==> config.mk <==
export PLATFORM = sky130hd
export DESIGN_NAME = load_store_unit_flat
export DESIGN_NICKNAME = d
export VERILOG_FILES = /design/src/rtl/load_store_unit_if.sv /design/src/rtl/load_store_unit.sv /design/src/flat_wrapper.sv
export SDC_FILE = /design/constraint.sdc
export NUM_CORES = 1
export LEC_CHECK = 0
export BUFFER_PORTS_ARGS = -buffer_cell sky130_fd_sc_hd__buf_2
export CORE_UTILIZATION = 46
export CTS_BUF_LIST = sky130_fd_sc_hd__clkbuf_8 sky130_fd_sc_hd__clkbuf_16
export CTS_CLUSTER_SIZE = 25
export DETAILED_ROUTE_END_ITERATION = 8
export MAX_ROUTING_LAYER = met4
export PLACE_DENSITY = 0.77
export SETUP_SLACK_MARGIN = 0.02
export SLEW_MARGIN = 20
export SYNTH_ARGS = -nofsm -noshare
export SYNTH_HDL_FRONTEND = slang
export SYNTH_HIERARCHICAL = 1
export SYNTH_SLANG_ARGS = --single-unit
==> constraint.sdc <==
create_clock -name CLK -period 2.2 [get_ports CLK]
set_clock_uncertainty 0.05 [all_clocks]
set_input_delay 0.11 -clock CLK [delete_from_list [all_inputs] [get_ports CLK]]
set_output_delay 0.11 -clock CLK [all_outputs]
set_load 0.02 [all_outputs]
==> src/rtl/load_store_unit_if.sv <==
// Request/response handshake plus data-memory bus of the load/store unit.
// The unit sits on the slave modport; the datapath and memory model sit on the master modport.
interface load_store_unit_if #(
    parameter int DATA_WIDTH = 32
);
    logic                  Req_Valid;
    logic                  Req_Ready;
    logic                  Req_Write;
    logic [1:0]            Req_Size;
    logic                  Req_Unsigned;
    logic [DATA_WIDTH-1:0] Req_Addr;
    logic [DATA_WIDTH-1:0] Req_WData;
    logic                  Resp_Valid;
    logic [DATA_WIDTH-1:0] Resp_RData;
    logic                  Misaligned;
    logic [DATA_WIDTH-1:0] Mem_Address;
    logic [DATA_WIDTH-1:0] Mem_Write_Data;
    logic                  Mem_MemRead;
    logic                  Mem_MemWrite;
    logic [DATA_WIDTH-1:0] Mem_Read_Data;

    modport slave (
        input  Req_Valid, Req_Write, Req_Size, Req_Unsigned, Req_Addr, Req_WData, Mem_Read_Data,
        output Req_Ready, Resp_Valid, Resp_RData, Misaligned,
               Mem_Address, Mem_Write_Data, Mem_MemRead, Mem_MemWrite
    );

    modport master (
        output Req_Valid, Req_Write, Req_Size, Req_Unsigned, Req_Addr, Req_WData, Mem_Read_Data,
        input  Req_Ready, Resp_Valid, Resp_RData, Misaligned,
               Mem_Address, Mem_Write_Data, Mem_MemRead, Mem_MemWrite
    );
endinterface

==> src/rtl/load_store_unit.sv <==
// Load/store unit: byte-addressed requests onto a word-addressed data memory,
// with sub-word load extension, read-modify-write sub-word stores and misalignment abort.

// One byte lane of the read-modify-write merge.
module lsu_lane (
    input  logic       sel,
    input  logic [7:0] old_byte,
    input  logic [7:0] new_byte,
    output logic [7:0] merged
);
    assign merged = sel ? new_byte : old_byte;
endmodule

module load_store_unit #(
    parameter int DATA_WIDTH = 32,
    parameter int ADDR_WIDTH = 5
) (
    input  logic              CLK,
    input  logic              RST,
    load_store_unit_if.slave  bus
);
    localparam int NUM_LANES = DATA_WIDTH / 8;

    typedef enum logic [2:0] {
        IDLE   = 3'd0,
        RD     = 3'd1,
        RMW_RD = 3'd2,
        WR     = 3'd3,
        RESP   = 3'd4
    } state_t;

    state_t state, state_nxt;

    logic                  write_q;
    logic [1:0]            size_q;
    logic                  unsigned_q;
    logic [ADDR_WIDTH+1:0] addr_q;
    logic [DATA_WIDTH-1:0] wdata_q;
    logic [DATA_WIDTH-1:0] wword_q;
    logic [DATA_WIDTH-1:0] rdata_q;
    logic                  misaligned_q;

    logic                  accept;
    logic                  mis_in;
    logic [NUM_LANES-1:0]  byte_en;
    logic [DATA_WIDTH-1:0] wrep;
    logic [NUM_LANES-1:0][7:0] merged;
    logic [DATA_WIDTH-1:0] shifted;
    logic [DATA_WIDTH-1:0] load_ext;

    assign accept = (state == IDLE) && bus.Req_Valid;

    always_comb begin
        mis_in = 1'b0;
        case (bus.Req_Size)
            2'b01:   mis_in = bus.Req_Addr[0];
            2'b10:   mis_in = |bus.Req_Addr[1:0];
            2'b11:   mis_in = 1'b1;
            default: mis_in = 1'b0;
        endcase
    end

    // FSM state register
    always_ff @(posedge CLK or negedge RST) begin
        if (!RST) state <= IDLE;
        else      state <= state_nxt;
    end

    // FSM next state
    always_comb begin
        state_nxt = state;
        case (state)
            IDLE: begin
                if (bus.Req_Valid) begin
                    if (mis_in)                  state_nxt = RESP;
                    else if (!bus.Req_Write)     state_nxt = RD;
                    else if (bus.Req_Size == 2'b10) state_nxt = WR;
                    else                         state_nxt = RMW_RD;
                end
            end
            RD:      state_nxt = RESP;
            RMW_RD:  state_nxt = WR;
            WR:      state_nxt = RESP;
            RESP:    state_nxt = IDLE;
            default: state_nxt = IDLE;
        endcase
    end

    // FSM outputs; decoded from state so the async reset drops the enables at once
    always_comb begin
        bus.Req_Ready    = 1'b0;
        bus.Mem_MemRead  = 1'b0;
        bus.Mem_MemWrite = 1'b0;
        bus.Resp_Valid   = 1'b0;
        case (state)
            IDLE:    bus.Req_Ready    = 1'b1;
            RD:      bus.Mem_MemRead  = 1'b1;
            RMW_RD:  bus.Mem_MemRead  = 1'b1;
            WR:      bus.Mem_MemWrite = 1'b1;
            RESP:    bus.Resp_Valid   = 1'b1;
            default: ;
        endcase
    end

    // Replicating the store data puts it in every lane it could land in.
    always_comb begin
        byte_en = '0;
        wrep    = wdata_q;
        case (size_q)
            2'b00: begin
                byte_en[addr_q[1:0]] = 1'b1;
                wrep = {NUM_LANES{wdata_q[7:0]}};
            end
            2'b01: begin
                byte_en = addr_q[1] ? 4'b1100 : 4'b0011;
                wrep = {(NUM_LANES/2){wdata_q[15:0]}};
            end
            default: byte_en = '1;
        endcase
    end

    for (genvar i = 0; i < NUM_LANES; i++) begin : g_lane
        lsu_lane u_lane (
            .sel      (byte_en[i]),
            .old_byte (bus.Mem_Read_Data[8*i +: 8]),
            .new_byte (wrep[8*i +: 8]),
            .merged   (merged[i])
        );
    end

    // Halfword addresses here are even, so a byte-granular shift also aligns halves.
    always_comb begin
        shifted  = bus.Mem_Read_Data >> {addr_q[1:0], 3'b000};
        load_ext = bus.Mem_Read_Data;
        case (size_q)
            2'b00:   load_ext = {{(DATA_WIDTH-8){~unsigned_q & shifted[7]}}, shifted[7:0]};
            2'b01:   load_ext = {{(DATA_WIDTH-16){~unsigned_q & shifted[15]}}, shifted[15:0]};
            default: load_ext = bus.Mem_Read_Data;
        endcase
    end

    always_ff @(posedge CLK or negedge RST) begin
        if (!RST) begin
            write_q      <= 1'b0;
            size_q       <= 2'b00;
            unsigned_q   <= 1'b0;
            addr_q       <= '0;
            wdata_q      <= '0;
            wword_q      <= '0;
            rdata_q      <= '0;
            misaligned_q <= 1'b0;
        end else begin
            if (accept) begin
                write_q    <= bus.Req_Write;
                size_q     <= bus.Req_Size;
                unsigned_q <= bus.Req_Unsigned;
                addr_q     <= bus.Req_Addr[ADDR_WIDTH+1:0];
                wdata_q    <= bus.Req_WData;
                if (bus.Req_Write && bus.Req_Size == 2'b10)
                    wword_q <= bus.Req_WData;
            end
            if (state == RMW_RD)
                wword_q <= merged;
            // Response registers only change on entry to RESP so they hold between responses.
            if (state_nxt == RESP) begin
                misaligned_q <= (state == IDLE);
                rdata_q      <= (state == RD && !write_q) ? load_ext : '0;
            end
        end
    end

    assign bus.Resp_RData     = rdata_q;
    assign bus.Misaligned     = misaligned_q;
    assign bus.Mem_Address    = {{(DATA_WIDTH-ADDR_WIDTH){1'b0}}, addr_q[ADDR_WIDTH+1:2]};
    assign bus.Mem_Write_Data = wword_q;
endmodule

==> src/flat_wrapper.sv <==
// flat-port wrapper written by rule: the top's interface ports become plain ports
module load_store_unit_flat 
#(
    parameter int DATA_WIDTH = 32,
    parameter int ADDR_WIDTH = 5
)
  (CLK, RST, bus_Req_Valid, bus_Req_Write, bus_Req_Size, bus_Req_Unsigned, bus_Req_Addr, bus_Req_WData, bus_Mem_Read_Data, bus_Req_Ready, bus_Resp_Valid, bus_Resp_RData, bus_Misaligned, bus_Mem_Address, bus_Mem_Write_Data, bus_Mem_MemRead, bus_Mem_MemWrite);
  load_store_unit_if #(.DATA_WIDTH(DATA_WIDTH)) bus_i ();
  input  logic CLK;
  input  logic RST;
  input wire logic [$bits(bus_i.Req_Valid)-1:0] bus_Req_Valid;
  input wire logic [$bits(bus_i.Req_Write)-1:0] bus_Req_Write;
  input wire logic [$bits(bus_i.Req_Size)-1:0] bus_Req_Size;
  input wire logic [$bits(bus_i.Req_Unsigned)-1:0] bus_Req_Unsigned;
  input wire logic [$bits(bus_i.Req_Addr)-1:0] bus_Req_Addr;
  input wire logic [$bits(bus_i.Req_WData)-1:0] bus_Req_WData;
  input wire logic [$bits(bus_i.Mem_Read_Data)-1:0] bus_Mem_Read_Data;
  output wire logic [$bits(bus_i.Req_Ready)-1:0] bus_Req_Ready;
  output wire logic [$bits(bus_i.Resp_Valid)-1:0] bus_Resp_Valid;
  output wire logic [$bits(bus_i.Resp_RData)-1:0] bus_Resp_RData;
  output wire logic [$bits(bus_i.Misaligned)-1:0] bus_Misaligned;
  output wire logic [$bits(bus_i.Mem_Address)-1:0] bus_Mem_Address;
  output wire logic [$bits(bus_i.Mem_Write_Data)-1:0] bus_Mem_Write_Data;
  output wire logic [$bits(bus_i.Mem_MemRead)-1:0] bus_Mem_MemRead;
  output wire logic [$bits(bus_i.Mem_MemWrite)-1:0] bus_Mem_MemWrite;
  assign bus_i.Req_Valid = bus_Req_Valid;
  assign bus_i.Req_Write = bus_Req_Write;
  assign bus_i.Req_Size = bus_Req_Size;
  assign bus_i.Req_Unsigned = bus_Req_Unsigned;
  assign bus_i.Req_Addr = bus_Req_Addr;
  assign bus_i.Req_WData = bus_Req_WData;
  assign bus_i.Mem_Read_Data = bus_Mem_Read_Data;
  assign bus_Req_Ready = bus_i.Req_Ready;
  assign bus_Resp_Valid = bus_i.Resp_Valid;
  assign bus_Resp_RData = bus_i.Resp_RData;
  assign bus_Misaligned = bus_i.Misaligned;
  assign bus_Mem_Address = bus_i.Mem_Address;
  assign bus_Mem_Write_Data = bus_i.Mem_Write_Data;
  assign bus_Mem_MemRead = bus_i.Mem_MemRead;
  assign bus_Mem_MemWrite = bus_i.Mem_MemWrite;
  load_store_unit #(.DATA_WIDTH(DATA_WIDTH), .ADDR_WIDTH(ADDR_WIDTH)) u_core (.CLK(CLK), .RST(RST), .bus(bus_i));
endmodule
==> impl_results.md, run 1 <==
- Adder-cell share of the synthesized area: 0
- Total gr overflow: 0
- Initial Util: 0.4787
- Simple-gate share of the synthesized area: 0.07907
- P&R area growth vs syn: 26.23%
- Die height: 117.5 microns
- Non-Filler Instances: 907
- Max rail drop VDD: around 770 uV
- Final-layout fill cell count: ~1000
- Fmax: 0.4908 GHz
- # setup viols final: 0
- Worst R2R Path Depth: 6
- CTS tree: built
- Worst Hold Depth: 3
- Clock slew at reported path FFs: ~0.07 ns
- Core area: roughly 0.013 sq mm
- Cell Area, Placed: roughly 0.0070 sq mm
- Vias in the first global route: about 5000
- Register area share after synthesis: 0.4524
- Cell Pwr Density: 1478 mW/mm^2
- Hold Path Class: primary input to flop
- Worst-Skew Late Latency: ~0.35 ns
- Clk sinks: ~110
- Fin. max-slew vios: 0
- DR WL/cell: roughly 19 microns
- N_diodes: 0
- Leading cell type in the layout, fill and taps excluded: buf_2
- Total CTS buffers: 9
- CP Launch Type: flop
- Status: completed
- Remaining antenna violation count: 0
- CTS Buffer Depth: 2
- Post-Route WL: 17.21 mm
- Die X: ~120 microns
- Compound-Gate Fraction of Synth Area: 0.1594
- Initial DRC count: a little over 300
- Minimum clock period: about 2 ns
- HPWL Detailed: 12.43 mm
- Post-route core utilization: 0.6043
- Fraction of layout cells with a size suffix above 1: 0.3347
- Drt drc: 0
- Routability congestion estimate: about 0.9
- Slew @ Worst Pin: around 0.63 ns
- Cells after Synth: between 500 and 600
- End point of the worst hold path: u_core/state[1]
- H-tree levels: 3
- Arr. time, crit path: between 2 and 2.5 ns
- Detailed-router iteration count before antenna repair: 5
- Gr usage total: 0.2621
- Reg2reg end: u_core/bus.Mem_Write_Data[21]
- Largest net degree at the start of global routing: 56
- Synthesis Warnings: 6
- Synth Area in XOR/XNOR: 0.001427
- Seq cells post-synth: ~110
- Mux cell area share after synthesis: 0.2280
- Setup Crit Path Kind: flop to flop
- RSZ-0062 raised after global routing: no
- Port bufs: between 150 and 200
- # IOs: between 200 and 250
- Unique masters post-synth: 47
- Ratio of routed vias to standard cells: 5.624
- Fin nets: around 830
- Setup crit end kind: flop
- Hold Vio Cnt, Final: 0
- Largest family of logic cells by synthesized area: multiplexers
- Initial antenna violation count: 0
- Mapped Area: a little over 0.006 sq mm
- Static leakage: 3.803 nW
- Critical path peak fanout: 17
- Flop2flop setup slack: about 0.16 ns
- Slew HR: 0.5774
- Synthesized area per cell: about 11 sq um
- Min-delay src: bus_Req_Write
- Routed vias: between 5000 and 6000
- Cell Rows: about 40
- Max-cap violations: 0
- Critical path required time: about 2.4 ns
- Period Utilization, post-route: 0.9260
- First-pass GRT wire length: 27.62 mm
- Worst hold slack: about 0.032 ns
- Most frequent cells in the layout: buf_2 (150), dfrtp_1 (111), nand2_1 (59)
- Final Instance Area: 0.007750 sq mm
- Root Driver: clkbuf_16
- Placed Cells: 844
- Die area: between 0.01 and 0.015 sq mm
- RR Startpoint: u_core/size_q[0]
==> through the flow <==
step	total power, mW	TNS, ns	setup slack (ns)
6_report	11.45	0	0.1627
5_1_grt	12.14	0	0.03653
4_1_cts	11.37	0	0.09004
3_5_place_dp	9.807	-0.08770	-0.02601
3_3_place_gp	9.611	0	0.1216
2_1_floorplan	8.152	0	0.04558
==> where the power goes <==
group	internal (mW)	leakage (nW)	total (mW)	switching, mW
clock network	0.750	0.139	1.46	0.713
registers	2.99	1.38	3.72	0.724
logic	2.97	2.28	6.27	3.30
total	6.72	3.80	11.5	4.74
==> logic make-up (layout without fill, tap and decap cells) <==
family / count (synthesis) / after routing
other: 1 / 27
and+or+nand+nor: 103 / 103
buffers and inverters: 83 / 244
DFF: 111 / 111
AOI/OAI and AO/OA: 134 / 134
muxes: 115 / 115
xor gates and xnor gates: 1 / 1
==> area by class of cell <==
| type | instances | area (sq um) | share of cell area |
|---|---|---|---|
| Multi-Input combinational cell | 380 | 2994 | 0.3863 |
| Sequential cell | 111 | 2778 | 0.3584 |
| Timing Repair Buffer | 222 | 1478 | 0.1907 |
| Clock buffer | 9 | 225.2 | 0.02906 |
| Tap cell | 172 | 215.2 | 0.02777 |
| Clock inverter | 7 | 33.78 | 0.004359 |
| Inverter | 6 | 26.28 | 0.003390 |
==> per-layer routing <==
metal | track usage | up-vias | wire [microns]
li1 | - | 2308 | -
met1 | 0.3567 | 2513 | 7474
met2 | 0.4053 | 258 | 8254
met3 | 0.03924 | 22 | 1211
met4 | 0.08093 | 0 | 267
met5 | - | - | 0
==> worst max-delay path: stages (launching register included) <==
cell and delay (ns):
dfrtp_1 0.34, buf_4 0.27, nand2b_1 0.16, a21o_1 0.44, mux2_4 0.34, a22oi_1 0.22
o21ai_1 0.09
==> Yosys cell counts, drive strengths merged <==
master	number	share of area
dfrtp	111	0.45
mux2	93	0.19
nand2	59	0.036
buf	52	0.060
o21ai	43	0.035
a22oi	38	0.046
clkbuf	25	0.015
mux2i	21	0.034
a221o	16	0.026
nand3	11	0.0090
nor2	10	0.0061
o2bb2ai	7	0.010
inv	6	0.0037
a2bb2oi	5	0.0071
o221ai	5	0.0071
and2	4	0.0041
nor2b	4	0.0041
nor3	4	0.0033
a21o	3	0.0037
nand2b	3	0.0031
o22ai	3	0.0031
a221oi	2	0.0029
a22o	2	0.0029
and3	2	0.0020
nor4b	2	0.0063
o21a	2	0.0024
o21bai	2	0.0024
o31ai	2	0.0024
a2111oi	1	0.0045
a21oi	1	0.00081
a31oi	1	0.0010
a32oi	1	0.0014
and3b	1	0.0014
conb	1	0.00061
mux4	1	0.0037
nand4b	1	0.0014
nor3b	1	0.0012
or3	1	0.0010
xnor2	1	0.0014
==> how the worst max path moves through the flow <==
stage	start	cells past startpoint	slack, ns	end
4_1_cts	u_core/addr_q[0]	5	0.09	u_core/bus.Mem_Write_Data[12]
3_3_place_gp	u_core/state[2]	4	0.12	u_core/bus.Resp_RData[30]
5_1_grt	u_core/size_q[1]	6	0.04	u_core/bus.Mem_Write_Data[24]
3_5_place_dp	u_core/state[2]	4	-0.03	u_core/bus.Resp_RData[27]
6_report	u_core/size_q[0]	6	0.16	u_core/bus.Mem_Write_Data[21]
2_1_floorplan	u_core/size_q[0]	8	0.05	u_core/bus.Mem_Write_Data[10]
==> state kept, by name, indices dropped and copies added (netlist names) <==
| register | count |
|---|---|
| u_core/bus.Resp_RData | 32 |
| u_core/addr_q | 7 |
| u_core/state | 3 |
| u_core/wdata_q | 32 |
| u_core/size_q | 2 |
| u_core/bus.Mem_Write_Data | 32 |
| u_core/write_q | 1 |
| u_core/bus.Misaligned | 1 |
| u_core/unsigned_q | 1 |
==> repair_timing <==
item                                   4_1_cts  5_1_grt
setup buffers                                1        3
endpoints found under the hold margin      145        0
setup endpoints to repair                   16        4
resized for setup                            0        3
pin swaps                                    1        0
hold buffers                                43        0
Power figures use the tool's default switching activity.
==> inputs of run 2 (changes only) <==
--- a/config.mk
+++ b/config.mk
@@ -5,13 +5,14 @@
 export SDC_FILE = /design/constraint.sdc
 export NUM_CORES = 1
 export LEC_CHECK = 0
-export BUFFER_PORTS_ARGS = -buffer_cell sky130_fd_sc_hd__buf_2
-export CORE_UTILIZATION = 46
+export CORE_ASPECT_RATIO = 0.8
+export CORE_UTILIZATION = 55
 export CTS_BUF_LIST = sky130_fd_sc_hd__clkbuf_8 sky130_fd_sc_hd__clkbuf_16
 export CTS_CLUSTER_SIZE = 25
 export DETAILED_ROUTE_END_ITERATION = 8
+export DONT_BUFFER_PORTS = 1
 export MAX_ROUTING_LAYER = met4
-export PLACE_DENSITY = 0.77
+export PLACE_DENSITY = 0.73
 export SETUP_SLACK_MARGIN = 0.02
 export SLEW_MARGIN = 20
 export SYNTH_ARGS = -nofsm -noshare
==> impl_results.md, run 2 (synthesized netlist as in run 1, its figures left out) <==
- Fmax: 0.4850 GHz (-1.2%)
- Flop2flop setup slack: 0.14 ns (-0.02 ns)
- Period Utilization, post-route: 0.9371 (+0.01107)
- Reg2reg end: u_core/bus.Mem_Write_Data[11]
- Max-cap violations: 0 (unchanged)
- Final-layout fill cell count: 796 (-24%)
- Hold Vio Cnt, Final: 112 (+112)
- H-tree levels: 3 (unchanged)
- Die X: 120.1 microns (+2.2%)
- Most frequent cells in the layout: dfrtp_1 (111), dlygate4sd3_1 (76), nand2_1 (59)
- Leading cell type in the layout, fill and taps excluded: dfrtp_1
- Setup crit end kind: flop
- Critical path peak fanout: 23 (+6)
- CTS Buffer Depth: 2 (unchanged)
- Die area: 0.01159 sq mm (-16%)
- Vias in the first global route: 4719 (-7.4%)
- HPWL Detailed: 11.40 mm (-8.3%)
- Minimum clock period: 2.062 ns (+0.02435 ns)
- Setup Crit Path Kind: flop to flop
- Post-Route WL: 17.46 mm (+1.4%)
- Fraction of layout cells with a size suffix above 1: 0.1426 (-0.1921)
- Slew HR: 0.5454 (-0.03204)
- N_diodes: 0 (unchanged)
- Total CTS buffers: 9 (unchanged)
- Core area: 0.01085 sq mm (-15%)
- DR WL/cell: 23.15 microns (+22%)
- Multi-input logic area: 0.002990 sq mm (-0.13%)
- RSZ-0062 raised after global routing: no
- Hold Path Class: primary input to async pin
- Arr. time, crit path: 2.29 ns (+0.07 ns)
- P&R area growth vs syn: 18.14%
- Post-CTS Setup Inserts: 0 (-1)
- Routability congestion estimate: 0.8914 (-0.15%)
- Cell Area, Placed: 0.006178 sq mm (-12%)
- Worst-Skew Late Latency: 0.36 ns (about the same)
- Port bufs: 0 (-100%)
- Fin. max-slew vios: 0 (unchanged)
- Die height: 96.50 microns (-18%)
- Total power: 11.09 mW (-3.2%)
- RR Startpoint: u_core/state[2]
- Worst hold slack: -0.6088 ns (-0.6408 ns)
- Static leakage: 3.270 nW (-14%)
- First-pass GRT wire length: 26.22 mm (-5.1%)
- Clk sinks: 111 (unchanged)
- Cell Pwr Density: 1529 mW/mm^2 (+3.5%)
- Initial antenna violation count: 1 (+1)
- Largest net degree at the start of global routing: 112 (+100%)
- Remaining antenna violation count: 0 (unchanged)
- Post-CTS Hold Buffers: 76 (+77%)
- Cell Rows: 34 (-17%)
- Register Area: 0.002778 sq mm (unchanged)
- Critical path required time: 2.43 ns (+0.05 ns)
- Failing checks: hold timing
- Initial Util: 0.5660 (+0.08724)
- Max rail drop VDD: 713.2 uV (-7.5%)
- Routed vias: 4721 (-7.4%)
- Clock slew at reported path FFs: 0.08 ns (about the same)
- Slew @ Worst Pin: 0.6804 ns (+0.04702 ns)
- Gr usage total: 0.3155 (+0.05333)
- Detailed-router iteration count before antenna repair: 5 (unchanged)
- CP Launch Type: flop
- Status: finished with violations
- Final Instance Area: 0.007253 sq mm (-6.4%)
- Fin nets: 708 (-15%)
- Initial DRC count: 524 (+71%)
- Setup TNS: 0 ns (unchanged)
- CTS tree: built
- Worst R2R Path Depth: 5 (-1)
- Drt drc: 0 (unchanged)
- Total gr overflow: 0 (unchanged)
- # IOs: 204 (unchanged)
- # setup viols final: 0 (unchanged)
- Root Driver: clkbuf_16
- Ratio of routed vias to standard cells: 6.261 (+11%)
==> run 2: per-stage QoR <==
stage                     utilization  instances  worst slack, ns
after floorplan                     -        574          0.04558
after global placement         0.5696        662           0.2252
after detailed placement       0.5696        662           0.1749
after CTS                      0.6686        754           0.1650
after global routing           0.6686        754          0.03875
final                          0.6686        754           0.1384
==> run 2: final cells by class <==
cell class / instances / area share
tap: 144 / 0.02484
clock buffer: 9 / 0.03105
inverter: 6 / 0.003105
clock inverter: 7 / 0.01225
multi-input combinational: 380 / 0.4123
timing repair buffer: 97 / 0.1335
sequential: 111 / 0.3830
==> run 2: worst max-delay path by stage <==
stage | from | end | cells after the start
after floorplan | u_core/size_q[0] | u_core/bus.Mem_Write_Data[10] | 8
after global placement | u_core/state[2] | u_core/bus.Mem_Write_Data[8] | 5
after detailed placement | u_core/state[2] | u_core/bus.Resp_RData[31] | 4
after CTS | u_core/state[2] | u_core/bus.Resp_RData[31] | 4
after global routing | u_core/state[2] | u_core/bus.Mem_Write_Data[8] | 5
final | u_core/state[2] | u_core/bus.Mem_Write_Data[11] | 5
==> run 2: power by group <==
part,internal (mW),total (mW),switching (mW)
Sequential,2.99,4.51,1.53
Clock,0.994,1.77,0.776
Combinational,2.50,4.81,2.30
Total,6.48,11.1,4.61
==> run 2: worst max-delay path, stage by stage (launching register included) <==
cell	delay, ns
dfrtp_1	0.51
nor4b_4	0.55
and3_2	0.43
buf_12	0.20
a22oi_1	0.10
o21ai_1	0.13
==> run 2: what timing repair did <==
| item | in CTS | in global routing |
|---|---|---|
| resized for setup | 0 | 0 |
| endpoints found under the setup margin | 0 | 0 |
| endpoints found under the hold margin | 220 | 111 |
==> run 2: routing by layer <==
layer	vias up	GRT usage	routed length, microns
met5	-	-	0
met4	0	0.1010	333
met3	39	0.1021	1739
met2	259	0.4717	8095
met1	2361	0.4075	7288
li1	2062	-	-
==> inputs of run 3 (changes only) <==
--- a/config.mk
+++ b/config.mk
@@ -7,7 +7,7 @@
 export LEC_CHECK = 0
 export CORE_ASPECT_RATIO = 0.8
 export CORE_UTILIZATION = 55
-export CTS_BUF_LIST = sky130_fd_sc_hd__clkbuf_8 sky130_fd_sc_hd__clkbuf_16
+export CTS_BUF_LIST = sky130_fd_sc_hd__clkbuf_2 sky130_fd_sc_hd__clkbuf_4 sky130_fd_sc_hd__clkbuf_8
 export CTS_CLUSTER_SIZE = 25
 export DETAILED_ROUTE_END_ITERATION = 8
 export DONT_BUFFER_PORTS = 1
==> impl_results.md, run 3 (synthesized netlist as in run 1, its figures left out) <==
- # IOs: 204 (unchanged)
- Core area: 0.01085 sq mm (unchanged)
- Fin nets: 708 (unchanged)
- Routed vias: 4777 (+1.2%)
- Post-route setup slack: 0.1212 ns (-0.01711 ns)
- Cell Rows: 34 (unchanged)
- Delay of the slowest critical-path stage: 0.56 ns (about the same)
- CP Launch Type: flop
- Clock slew at reported path FFs: 0.11 ns (+0.03 ns)
- Switching power of the nets: 4.588 mW (-0.48%)
- Pre-CTS setup slack: 0.1749 ns (unchanged)
- Routability congestion estimate: 0.8914 (unchanged)
- Hold Vio Cnt, Final: 111 (-0.89%)
- Setup Crit Path Kind: flop to flop
- Die area: 0.01159 sq mm (unchanged)
- Clock share of power: 0.129 (-0.031)
- Initial antenna violation count: 0 (-1)
- Worst hold slack: -0.6459 ns (-0.03709 ns)
- Largest net degree at the start of global routing: 112 (unchanged)
- Post-Route WL: 17.75 mm (+1.7%)
- Total gr overflow: 0 (unchanged)
- Hold Path Class: primary input to async pin
- Fraction of layout cells with a size suffix above 1: 0.1459 (+0.003279)
- Critical path peak fanout: 23 (unchanged)
- Failing checks: hold timing
- Leading cell type in the layout, fill and taps excluded: dfrtp_1
- Period Utilization, post-route: 0.9449 (+0.007775)
- Arr. time, crit path: 2.34 ns (+0.05 ns)
- Vias in the first global route: 4722 (+0.064%)
- Cell Pwr Density: 1500 mW/mm^2 (-1.9%)
- Port bufs: 0 (unchanged)
- Post-CTS sizing: 0 (unchanged)
- Ratio of routed vias to standard cells: 6.336 (+1.2%)
- Worst path cell trace: nor4b_4, and3_2, buf_12, a22oi_1, o21ai_1
- Total CTS buffers: 9 (unchanged)
- Initial DRC count: 486 (-7.3%)
- RSZ-0062 raised after global routing: no
- Critical path's top delay family: simple AND/OR/NAND/NOR gates
- # setup viols final: 0 (unchanged)
- Slew @ Worst Pin: 0.6827 ns (+0.002270 ns)
- Max rail drop VDD: 667.4 uV (-6.4%)
- N_diodes: 0 (unchanged)
- First-pass GRT wire length: 26.65 mm (+1.6%)
- Setup crit end kind: flop
- Drt drc: 0 (unchanged)
- Remaining antenna violation count: 0 (unchanged)
- Non-Filler Instances: 754 (unchanged)
- Post-CTS Setup Inserts: 0 (unchanged)
- Minimum clock period: 2.079 ns (+0.01710 ns)
- Switch share: 0.4271 (+0.01151)
- Fin. max-slew vios: 0 (unchanged)
- Post-CTS Hold Buffers: 76 (unchanged)
- CTS tree: built
- Slew HR: 0.5439 (-0.001516)
- Clk sinks: 111 (unchanged)
- P&R area growth vs syn: 16.61%
- Root Driver: clkbuf_8
- HPWL Detailed: 11.40 mm (unchanged)
- Static leakage: 3.222 nW (-1.5%)
- Comb pwr share: 0.450 (+0.017)
- Flop pwr share: 0.420 (+0.013)
- Detailed-router iteration count before antenna repair: 5 (unchanged)
- Worst-Skew Late Latency: 0.39 ns (+0.03 ns)
- Initial Util: 0.5660 (unchanged)
- Status: finished with violations
- Placed Cells: 662 (unchanged)
- Setup TNS: 0 ns (unchanged)
- DR WL/cell: 23.55 microns (+1.7%)
- Gr usage total: 0.3220 (+0.006539)
- Die X: 120.1 microns (unchanged)
- Die height: 96.50 microns (unchanged)
- Total power: 10.74 mW (-3.2%)
- Crit path buffers/inverters: 1 (unchanged)
- H-tree levels: 3 (unchanged)
- Most frequent cells in the layout: dfrtp_1 (111), dlygate4sd3_1 (76), nand2_1 (59)
- Fmax: 0.4811 GHz (-0.82%)
- Post-route core utilization: 0.6600 (-0.008650)
- P_int: 6.153 mW (-5.1%)
- Final-layout fill cell count: 802 (+0.75%)
- Max-cap violations: 0 (unchanged)
- Critical path required time: 2.46 ns (+0.03 ns)
- Critical Path Slowest Stage Cell: nor4b_4
- CTS Buffer Depth: 2 (unchanged)
-- run 3: area by class of cell --
| type | instances | area (sq um) | area share |
|---|---|---|---|
| Clock buffer | 11 | 138.9 | 0.01940 |
| Clock inverter | 5 | 81.33 | 0.01136 |
| Inverter | 6 | 22.52 | 0.003146 |
| Multi-Input combinational cell | 380 | 2990 | 0.4177 |
| Sequential cell | 111 | 2778 | 0.3880 |
| Tap cell | 144 | 180.2 | 0.02517 |
| Timing Repair Buffer | 97 | 968.4 | 0.1353 |
-- run 3: routing by layer --
layer / routed length, microns / global-route usage / vias up / part of all wire
li1: - / - / 2067 / -
met1: 7405 / 0.4178 / 2355 / 0.42
met2: 8002 / 0.4756 / 298 / 0.45
met3: 1909 / 0.1050 / 57 / 0.11
met4: 437 / 0.1094 / 0 / 0.025
met5: 0 / - / - / 0
-- run 3: worst paths after layout --
path	to	startpoint	slack, ns	cells past startpoint
setup / recovery	u_core/bus.Mem_Write_Data[11]	u_core/state[2]	0.12	5
hold / removal	u_core/addr_q[6]	RST	-0.65	0
setup reg to reg	u_core/bus.Mem_Write_Data[11]	u_core/state[2]	0.12	5
hold reg to reg	u_core/wdata_q[22]	u_core/wdata_q[22]	0.45	1
max in group asynchronous	u_core/addr_q[2]	RST	2.51	0
min in group CLK	u_core/bus.Mem_Write_Data[22]	bus_Mem_Read_Data[22]	0.02	3
-- run 3: worst register-to-register path, cell delays in order, from the launching register on --
cell     delay [ns]
dfrtp_1        0.52
nor4b_4        0.56
and3_2         0.43
buf_12         0.20
a22oi_1        0.10
o21ai_1        0.14
-- run 3: power by group through the flow --
| stage | Clock (mW) | Combinational, mW | Sequential (mW) |
|---|---|---|---|
| after CTS | 1.40 | 4.73 | 4.48 |
| after global routing | 1.49 | 5.19 | 4.62 |
| after detailed placement | 0 | 4.57 | 4.51 |
| after global placement | 0 | 4.40 | 4.48 |
| final | 1.39 | 4.84 | 4.51 |
| after floorplan | 0 | 4.04 | 4.12 |
-- run 3: through the flow --
| step | cell area [sq um] | hold WS, ns |
|---|---|---|
| 6_report | 7159 | -0.6459 |
| 5_1_grt | 7159 | -0.6685 |
| 4_1_cts | 7159 | -0.6590 |
| 3_5_place_dp | 6178 | -0.2332 |
| 3_3_place_gp | 6178 | -0.2323 |
| 2_1_floorplan | 6237 | -0.2356 |
